<file path="src/rtl/level_sequencer.sv">
// level_sequencer: level/round controller for the number-guessing game.
// Owns round timer, guess and round counters; publishes per-level limits.
//
// Ports:
//   clk          system clock
//   restart      asynchronous active-low reset
//   start        pulse, begins a game from IDLE, WIN or GAMEOVER
//   tick         1 Hz enable, decrements the round timer
//   confirm      pulse, player committed a guess
//   correct      guess matched, only meaningful with confirm
//   state        IDLE=0, PLAY=1, WIN=2, GAMEOVER=3
//   level        current level 1..NUM_LEVELS, 0 outside PLAY
//   max_timer    TIME_STEP*level in PLAY, else 0
//   max_guess    GUESS_BASE+level in PLAY, else 0
//   max_digit    level in PLAY, else 0
//   time_left    seconds left in the round
//   guesses_left guesses left in the round
//   round_cnt    rounds cleared in the current level
//   round_done   one-cycle pulse when a round is cleared
module level_sequencer #(
   parameter int NUM_LEVELS       = 3,
   parameter int ROUNDS_PER_LEVEL = 3,
   parameter int TIME_STEP        = 30,
   parameter int GUESS_BASE       = 2,
   parameter int TIMER_W          = 7,
   parameter int GUESS_W          = 4,
   parameter int LEVEL_W          = 2
) (
   input  logic               clk,
   input  logic               restart,
   input  logic               start,
   input  logic               tick,
   input  logic               confirm,
   input  logic               correct,
   output logic [2:0]         state,
   output logic [LEVEL_W-1:0] level,
   output logic [TIMER_W-1:0] max_timer,
   output logic [GUESS_W-1:0] max_guess,
   output logic [LEVEL_W-1:0] max_digit,
   output logic [TIMER_W-1:0] time_left,
   output logic [GUESS_W-1:0] guesses_left,
   output logic [LEVEL_W-1:0] round_cnt,
   output logic               round_done
);

   typedef enum logic [2:0] {
      IDLE     = 3'd0,
      PLAY     = 3'd1,
      WIN      = 3'd2,
      GAMEOVER = 3'd3
   } st_t;

   localparam int LUT_N = 2 ** LEVEL_W;

   st_t st;

   // Per-level round time, elaborated as constants so no multiplier
   // is built. Entries past NUM_LEVELS are unreachable and held at 0.
   logic [TIMER_W-1:0] tlut [LUT_N];

   genvar gi;
   generate
      for (gi = 0; gi < LUT_N; gi++) begin : g_lut
         if (gi <= NUM_LEVELS) begin : g_used
            assign tlut[gi] = TIMER_W'(TIME_STEP * gi);
         end else begin : g_unused
            assign tlut[gi] = '0;
         end
      end
   endgenerate

   function automatic logic [GUESS_W-1:0] glim(
      input logic [LEVEL_W-1:0] l
   );
      return GUESS_W'(GUESS_BASE) + GUESS_W'(l);
   endfunction

   logic               in_play;
   logic [LEVEL_W-1:0] nxt_lvl;
   logic               more_rounds;
   logic               more_levels;
   logic               g_out;
   logic               t_out;
   logic [GUESS_W-1:0] g_dec;
   logic [TIMER_W-1:0] t_dec;

   assign state       = st;
   assign in_play     = (st == PLAY);
   assign nxt_lvl     = level + LEVEL_W'(1);
   assign more_rounds = (32'(round_cnt) + 32'd1)
                        < 32'(ROUNDS_PER_LEVEL);
   assign more_levels = 32'(level) < 32'(NUM_LEVELS);

   // Terminating events: the counter was at 1 and is about to hit 0.
   assign g_out = confirm && (guesses_left == GUESS_W'(1));
   assign t_out = tick && (time_left == TIMER_W'(1));

   // Saturating decrements.
   assign g_dec = (guesses_left == '0) ? '0
                : guesses_left - GUESS_W'(1);
   assign t_dec = (time_left == '0) ? '0
                : time_left - TIMER_W'(1);

   assign max_timer = in_play ? tlut[level] : '0;
   assign max_guess = in_play ? glim(level) : '0;
   assign max_digit = in_play ? level : '0;

   always_ff @(posedge clk or negedge restart) begin
      if (!restart) begin
         st           <= IDLE;
         level        <= '0;
         time_left    <= '0;
         guesses_left <= '0;
         round_cnt    <= '0;
         round_done   <= 1'b0;
      end else begin
         round_done <= 1'b0;
         case (st)
            PLAY: begin
               if (confirm && correct) begin
                  // A same-cycle tick is dropped: the round reloads.
                  round_done <= 1'b1;
                  if (more_rounds) begin
                     round_cnt    <= round_cnt + LEVEL_W'(1);
                     time_left    <= tlut[level];
                     guesses_left <= glim(level);
                  end else if (more_levels) begin
                     level        <= nxt_lvl;
                     round_cnt    <= '0;
                     time_left    <= tlut[nxt_lvl];
                     guesses_left <= glim(nxt_lvl);
                  end else begin
                     st    <= WIN;
                     level <= '0;
                  end
               end else begin
                  // Wrong guess and tick may both land this cycle.
                  if (confirm) guesses_left <= g_dec;
                  if (tick)    time_left    <= t_dec;
                  if (g_out || t_out) begin
                     st    <= GAMEOVER;
                     level <= '0;
                  end
               end
            end
            default: begin
               if (start) begin
                  st           <= PLAY;
                  level        <= LEVEL_W'(1);
                  round_cnt    <= '0;
                  time_left    <= tlut[1];
                  guesses_left <= glim(LEVEL_W'(1));
               end
            end
         endcase
      end
   end

endmodule

</file>
<file path="config.mk">
export PLATFORM = sky130hd
export DESIGN_NAME = level_sequencer
export DESIGN_NICKNAME = d
export VERILOG_FILES = /design/src/rtl/level_sequencer.sv
export SDC_FILE = /design/constraint.sdc
export NUM_CORES = 1
export LEC_CHECK = 0
export ABC_AREA = 1
export CAP_MARGIN = 20
export CORE_MARGIN = 1.5
export CORE_UTILIZATION = 25
export CTS_CLUSTER_SIZE = 30
export DETAILED_ROUTE_END_ITERATION = 7
export GPL_TIMING_DRIVEN = 1
export PLACE_DENSITY_LB_ADDON = 0.15
export SLEW_MARGIN = 20
export SYNTH_ARGS = -nofsm -noshare
export SYNTH_HDL_FRONTEND = slang
export SYNTH_SLANG_ARGS = --single-unit
</file>
<file path="constraint.sdc">
create_clock -name clk -period 2.1 [get_ports clk]
set_input_delay 0.42 -clock clk [delete_from_list [all_inputs] [get_ports clk]]
set_output_delay 0.42 -clock clk [all_outputs]
set_load 0.1 [all_outputs]
</file>
==> results of run 1 <==
layer usage:
layer  GRT usage  vias to the layer above  routed length (um)
li1            -                      738                   -
met2       0.192                       33                1740
met1       0.182                      669                1860
met5           0                        -                   0
met3      0.0125                        2                 149
met4      0.0517                        0                  42
final timing paths:
kind	startpoint	to	slack, ns	depth (start not counted)
min in group clk	round_cnt[0]	round_cnt[0]	0.52	1
setup / recovery	level[0]	max_timer[2]	0.1	5
hold reg to reg	round_cnt[0]	round_cnt[0]	0.52	1
hold / removal	restart	state[0]	0.50	2
max in group asynchronous	restart	level[1]	1.38	2
setup reg to reg	state[1]	guesses_left[0]	0.48	8
final cells by class:
cell class	instances	area share
clock buffers	4	0.0215
inverters	26	0.0495
multi-input cells	167	0.451
flip-flops and latches	18	0.222
well taps	72	0.0429
repair buffers	38	0.213
logic make-up (layout without fill, tap and decap cells):
family / count (synthesis) / count (layout) / share of synthesized area
AND/OR/NAND/NOR: 140 / 140 / 0.450
buffers and inverters: 36 / 68 / 0.115
flip-flops: 18 / 18 / 0.303
AO/OA/AOI/OAI: 14 / 14 / 0.0497
adder cells (fa/ha/maj): 8 / 8 / 0.0673
XOR/XNOR: 2 / 2 / 0.0118
other: 1 / 3 / 0.00252
cell usage in the layout, fill, tap and decap left out:
master / n
a21oi_1: 2
buf_4: 21
or2_2: 1
nand3_2: 2
nor2_1: 23
nand3_4: 1
ha_4: 1
clkbuf_8: 3
nand2_1: 69
o21ai_1: 3
inv_2: 3
ha_1: 7
inv_4: 1
nor2_4: 9
clkdlybuf4s50_1: 5
nand3b_1: 2
o21ai_0: 7
dfrtp_1: 14
buf_12: 12
nand4_1: 4
nand3_1: 18
clkinvlp_4: 1
clkbuf_1: 1
nand2_4: 6
dfrtp_4: 4
nand2_2: 1
conb_1: 3
o31ai_1: 1
nand2_8: 1
nor3_1: 1
a31oi_1: 1
xor2_1: 2
inv_1: 21
nor2_2: 2
metrics by stage:
| step | TNS (ns) | setup WS (ns) | util | std cells |
|---|---|---|---|---|
| CTS | 0 | 0.00341 | 0.372 | 323 |
| finish | 0 | 0.0951 | 0.374 | 325 |
| floorplan | -0.570 | -0.213 | - | 221 |
| global placement | 0 | 0.243 | 0.361 | 319 |
| global route | 0 | 0.0251 | 0.374 | 325 |
| detailed placement | 0 | 0.228 | 0.361 | 319 |
state kept, by name, indices dropped and copies added, names as in the netlist:
register      count
round_done        1
state             2
guesses_left      4
round_cnt         2
time_left         7
level             2
repair_timing:
| action | CTS | global route |
|---|---|---|
| setup buffers | 0 | 2 |
| gates resized for setup | 2 | 0 |
| gates cloned | 0 | 0 |
| setup endpoints to repair | 1 | 1 |
worst max-delay path: stages (launching register included):
cell	delay (ns)
dfrtp_4	0.48
clkinvlp_4	0.16
ha_4	0.31
inv_1	0.06
nor2_4	0.12
buf_12	0.19
==> impl_metrics.env, run 1 <==
export IMPL_holdCritPathClass="input port to asynchronous set/reset pin"
export IMPL_drc=0
export IMPL_dp_hpwl_um=2930
export IMPL_nets=268
export IMPL_synth_edf_count=0
export IMPL_fillers=598
export IMPL_async_flop_share=1.00
export IMPL_cts_buffers_inserted=3
export IMPL_die_w_um=80.1
export IMPL_cp_max_fo=7
export IMPL_ios=38
export IMPL_start_kind="flip-flop"
export IMPL_syn_inst=219
export IMPL_whs_ns=0.496
export IMPL_fin_skew_ns=0.00350
export IMPL_clk_pin_slew_ns=0.08
export IMPL_synth_commonest_cells="nand2_1, nor2_1, inv_1"
export IMPL_post_drt_wl_per_cell_um=11.7
export IMPL_worst_pin_slew_ns=0.543
export IMPL_hold_viol_final=0
export IMPL_avgSynthCellArea_um2=6.79
export IMPL_antenna_cells=0
export IMPL_grt_max_degree=19
export IMPL_end_kind="output pin"
export IMPL_cts_sinks=18
export IMPL_slew_headroom=0.638
export IMPL_coreArea_um2=5610
export IMPL_io_buffers=34
export IMPL_yosysWarnings=0
export IMPL_cts_tree="built"
export IMPL_num_rows=27
export IMPL_start_util=0.265
export IMPL_status="finished clean"
export IMPL_critPathKind="flip-flop to output pin"
export IMPL_cp_required_ns=1.68
export IMPL_place_area_um2=2020
export IMPL_finalCriticalPeriod_ns=2.00
export IMPL_worstPathArrival_ns=1.58
export IMPL_holdBufCountCts=0
export IMPL_drv_slew=0
export IMPL_fp_dieH_um=80.1
export IMPL_synth_top_cell_area_share=0.303
export IMPL_synth_seq_cells=18
export IMPL_cts_path_max_buffers=2
export IMPL_synth_main_ff_cell="dfrtp_1"
export IMPL_grt_pass1_vias=1275
export IMPL_cap_viol_max_count=0
export IMPL_via_per_inst=4.44
export IMPL_dr_pass1_iters=4
export IMPL_fin_area_um2=2100
export IMPL_synth_top_area_cell="dfrtp_1"
export IMPL_wirelength_um=3800
export IMPL_antenna_left=0
export IMPL_ys_types=27
export IMPL_antenna_found_initial=0
export IMPL_grt_usage=0.126
export IMPL_multiInputGateArea_um2=947
export IMPL_yosysMostFrequentCell="nand2_1"
export IMPL_root_buffer="clkbuf_8"
export IMPL_grt_pass1_wl_um=6300
export IMPL_rsz0062_at_grt="false"
export IMPL_drive_gt1_frac=0.273
export IMPL_ys_seq_area_frac=0.303
export IMPL_yosys_top_cells_area="dfrtp_1, nand2_1, nor2_1, ha_1, nand3_1"
export IMPL_setup_violations=0
export IMPL_overflow=0
export IMPL_max_freq_mhz=499
export IMPL_vias=1442
export IMPL_die_area_um2=6420
export IMPL_clk_latency_ns=0.26
export IMPL_initialDrtViolationCount=74
export IMPL_area_growth_pct=41.2
export IMPL_seq_area_um2=465
export IMPL_syn_area_um2=1490
export IMPL_gp_congestion=0.796
export IMPL_ctsHtreeMaxLevel=1
export IMPL_finalCritPeriodShare=0.955
Power of run 1 is left out: the tool's default activity adds up to more than one toggle a clock period on the data nets, which glitch-free logic cannot reach.
==> inputs of run 2 (changes only) <==
--- a/config.mk
+++ b/config.mk
@@ -13,6 +13,7 @@
 export DETAILED_ROUTE_END_ITERATION = 7
 export GPL_TIMING_DRIVEN = 1
 export PLACE_DENSITY_LB_ADDON = 0.15
+export RECOVER_POWER = 50
 export SLEW_MARGIN = 20
 export SYNTH_ARGS = -nofsm -noshare
 export SYNTH_HDL_FRONTEND = slang
==> run 2 against run 1 <==
Effect of this change: wire length hardly changed; fmax about the same; clock skew up 0.0021 ns; core utilization decreased by 0.69 points.
==> impl_metrics.env, run 2 (synthesis gave the netlist of run 1 again) <==
export IMPL_die_w_um=80.1
export IMPL_cp_max_fo=7
export IMPL_start_util=0.265
export IMPL_end_kind="output pin"
export IMPL_setup_violations=0
export IMPL_rsz0062_at_grt="false"
export IMPL_fp_dieH_um=80.1
export IMPL_start_kind="flip-flop"
export IMPL_slew_headroom=0.298
export IMPL_post_drt_wl_per_cell_um=11.7
export IMPL_drv_slew=0
export IMPL_layout_common_cells="nand2_1, nor2_1, inv_1"
export IMPL_whs_ns=0.517
export IMPL_grt_pass1_wl_um=6300
export IMPL_grt_usage=0.126
export IMPL_dr_pass1_iters=5
export IMPL_io_buffers=34
export IMPL_die_area_um2=6420
export IMPL_cp_required_ns=1.68
export IMPL_cts_sinks=18
export IMPL_reg2reg_to="guesses_left[0]"
export IMPL_initialDrtViolationCount=53
export IMPL_reg2reg_setup_slack_ns=0.48
export IMPL_critPathKind="flip-flop to output pin"
export IMPL_root_buffer="clkbuf_8"
export IMPL_hold_viol_final=0
export IMPL_nets=268
export IMPL_vias=1435
export IMPL_holdBufCountCts=0
export IMPL_gp_congestion=0.796
export IMPL_cap_viol_max_count=0
export IMPL_grt_pass1_vias=1275
export IMPL_crit_start="level[0]"
export IMPL_num_rows=27
export IMPL_drc=0
export IMPL_overflow=0
export IMPL_dp_hpwl_um=2930
export IMPL_grt_max_degree=19
export IMPL_finalCriticalPeriod_ns=2.00
export IMPL_crit_end="max_timer[2]"
export IMPL_reg_top3="time_left: 7 flops, guesses_left: 4 flops"
export IMPL_worstPathArrival_ns=1.58
export IMPL_holdCritPathClass="flip-flop to flip-flop"
export IMPL_fin_util=0.367
export IMPL_antenna_left=0
export IMPL_max_freq_mhz=499
export IMPL_wirelength_um=3800
export IMPL_clk_latency_ns=0.26
export IMPL_area_growth_pct=38.6
export IMPL_status="finished clean"
export IMPL_top_register="time_left"
export IMPL_r2r_cells=8
export IMPL_ctsHtreeMaxLevel=1
export IMPL_fin_skew_ns=0.00564
export IMPL_ios=38
export IMPL_finalCritPeriodShare=0.954
export IMPL_via_per_inst=4.42
export IMPL_worstHoldPathCells=1
export IMPL_final_common_cell="nand2_1"
export IMPL_drive_gt1_frac=0.265
export IMPL_antenna_found_initial=0
export IMPL_largest_reg_flops=7
export IMPL_reg2reg_from="state[1]"
export IMPL_cts_buffers_inserted=3
export IMPL_cts_path_max_buffers=2
export IMPL_coreArea_um2=5610
export IMPL_antenna_cells=0
export IMPL_cts_tree="built"
export IMPL_clk_pin_slew_ns=0.08
export IMPL_worst_pin_slew_ns=1.05
==> run 2: cell count changes in the layout (fill, tap and decap cells not counted), sizes merged <==
cell           delta
buf              -14
clkbuf           +14
clkdlybuf4s50     -1
dlygate4sd3       +1
==> run 2: layout make-up <==
| cell class | count | area, um2 |
|---|---|---|
| Inverter | 26 | 104 |
| Clock buffer | 4 | 45.0 |
| Multi-Input combinational cell | 167 | 945 |
| Fill cell | 606 | 3550 |
| Tap cell | 72 | 90.1 |
| Timing Repair Buffer | 38 | 412 |
| Sequential cell | 18 | 465 |
==> run 2: worst min path at each step <==
stage	end	slack (ns)	startpoint
2_1_floorplan	guesses_left[0]	0.12	restart
3_3_place_gp	round_cnt[0]	0.51	round_cnt[0]
3_5_place_dp	round_cnt[0]	0.50	round_cnt[0]
4_1_cts	state[1]	0.51	restart
5_1_grt	round_cnt[0]	0.55	round_cnt[0]
6_report	round_cnt[0]	0.52	round_cnt[0]
==> run 2: through the flow <==
stage | instance area, um2 | instances | TNS (ns) | setup slack (ns)
after floorplan | 1630 | 221 | -0.570 | -0.213
after global placement | 2020 | 319 | 0 | 0.243
after detailed placement | 2020 | 319 | 0 | 0.228
after CTS | 2080 | 323 | 0 | 0.00341
after global routing | 2060 | 325 | 0 | 0.0257
final | 2060 | 325 | 0 | 0.0970
==> run 2: timing repair <==
action                     CTS  global route
pin swaps                    0             0
setup endpoints to repair    1             1
setup buffers                0             2
gates cloned                 0             0
resized for setup            2             0
==> run 2: layer usage <==
metal,global-route usage,wire [um],vias up
met5,0,0,-
met4,0.0517,42,0
met3,0.0125,197,2
met2,0.192,1730,36
met1,0.182,1830,659
li1,-,-,738
==> run 2: worst max-delay path, cell delays in order, from the launching register on <==
cell and delay [ns]:
dfrtp_4 0.48, clkinvlp_4 0.16, ha_4 0.31, inv_1 0.06, nor2_4 0.12, buf_12 0.19
Power of run 2 is left out for the same reason.
==> inputs of run 3 (changes only) <==
--- a/config.mk
+++ b/config.mk
@@ -14,7 +14,6 @@
 export GPL_TIMING_DRIVEN = 1
 export PLACE_DENSITY_LB_ADDON = 0.15
 export RECOVER_POWER = 50
-export SLEW_MARGIN = 20
 export SYNTH_ARGS = -nofsm -noshare
 export SYNTH_HDL_FRONTEND = slang
 export SYNTH_SLANG_ARGS = --single-unit
==> results of run 3 <==
Final layout, timing and power as in run 2 (identical DEF).
Power of run 3 is left out for the same reason.
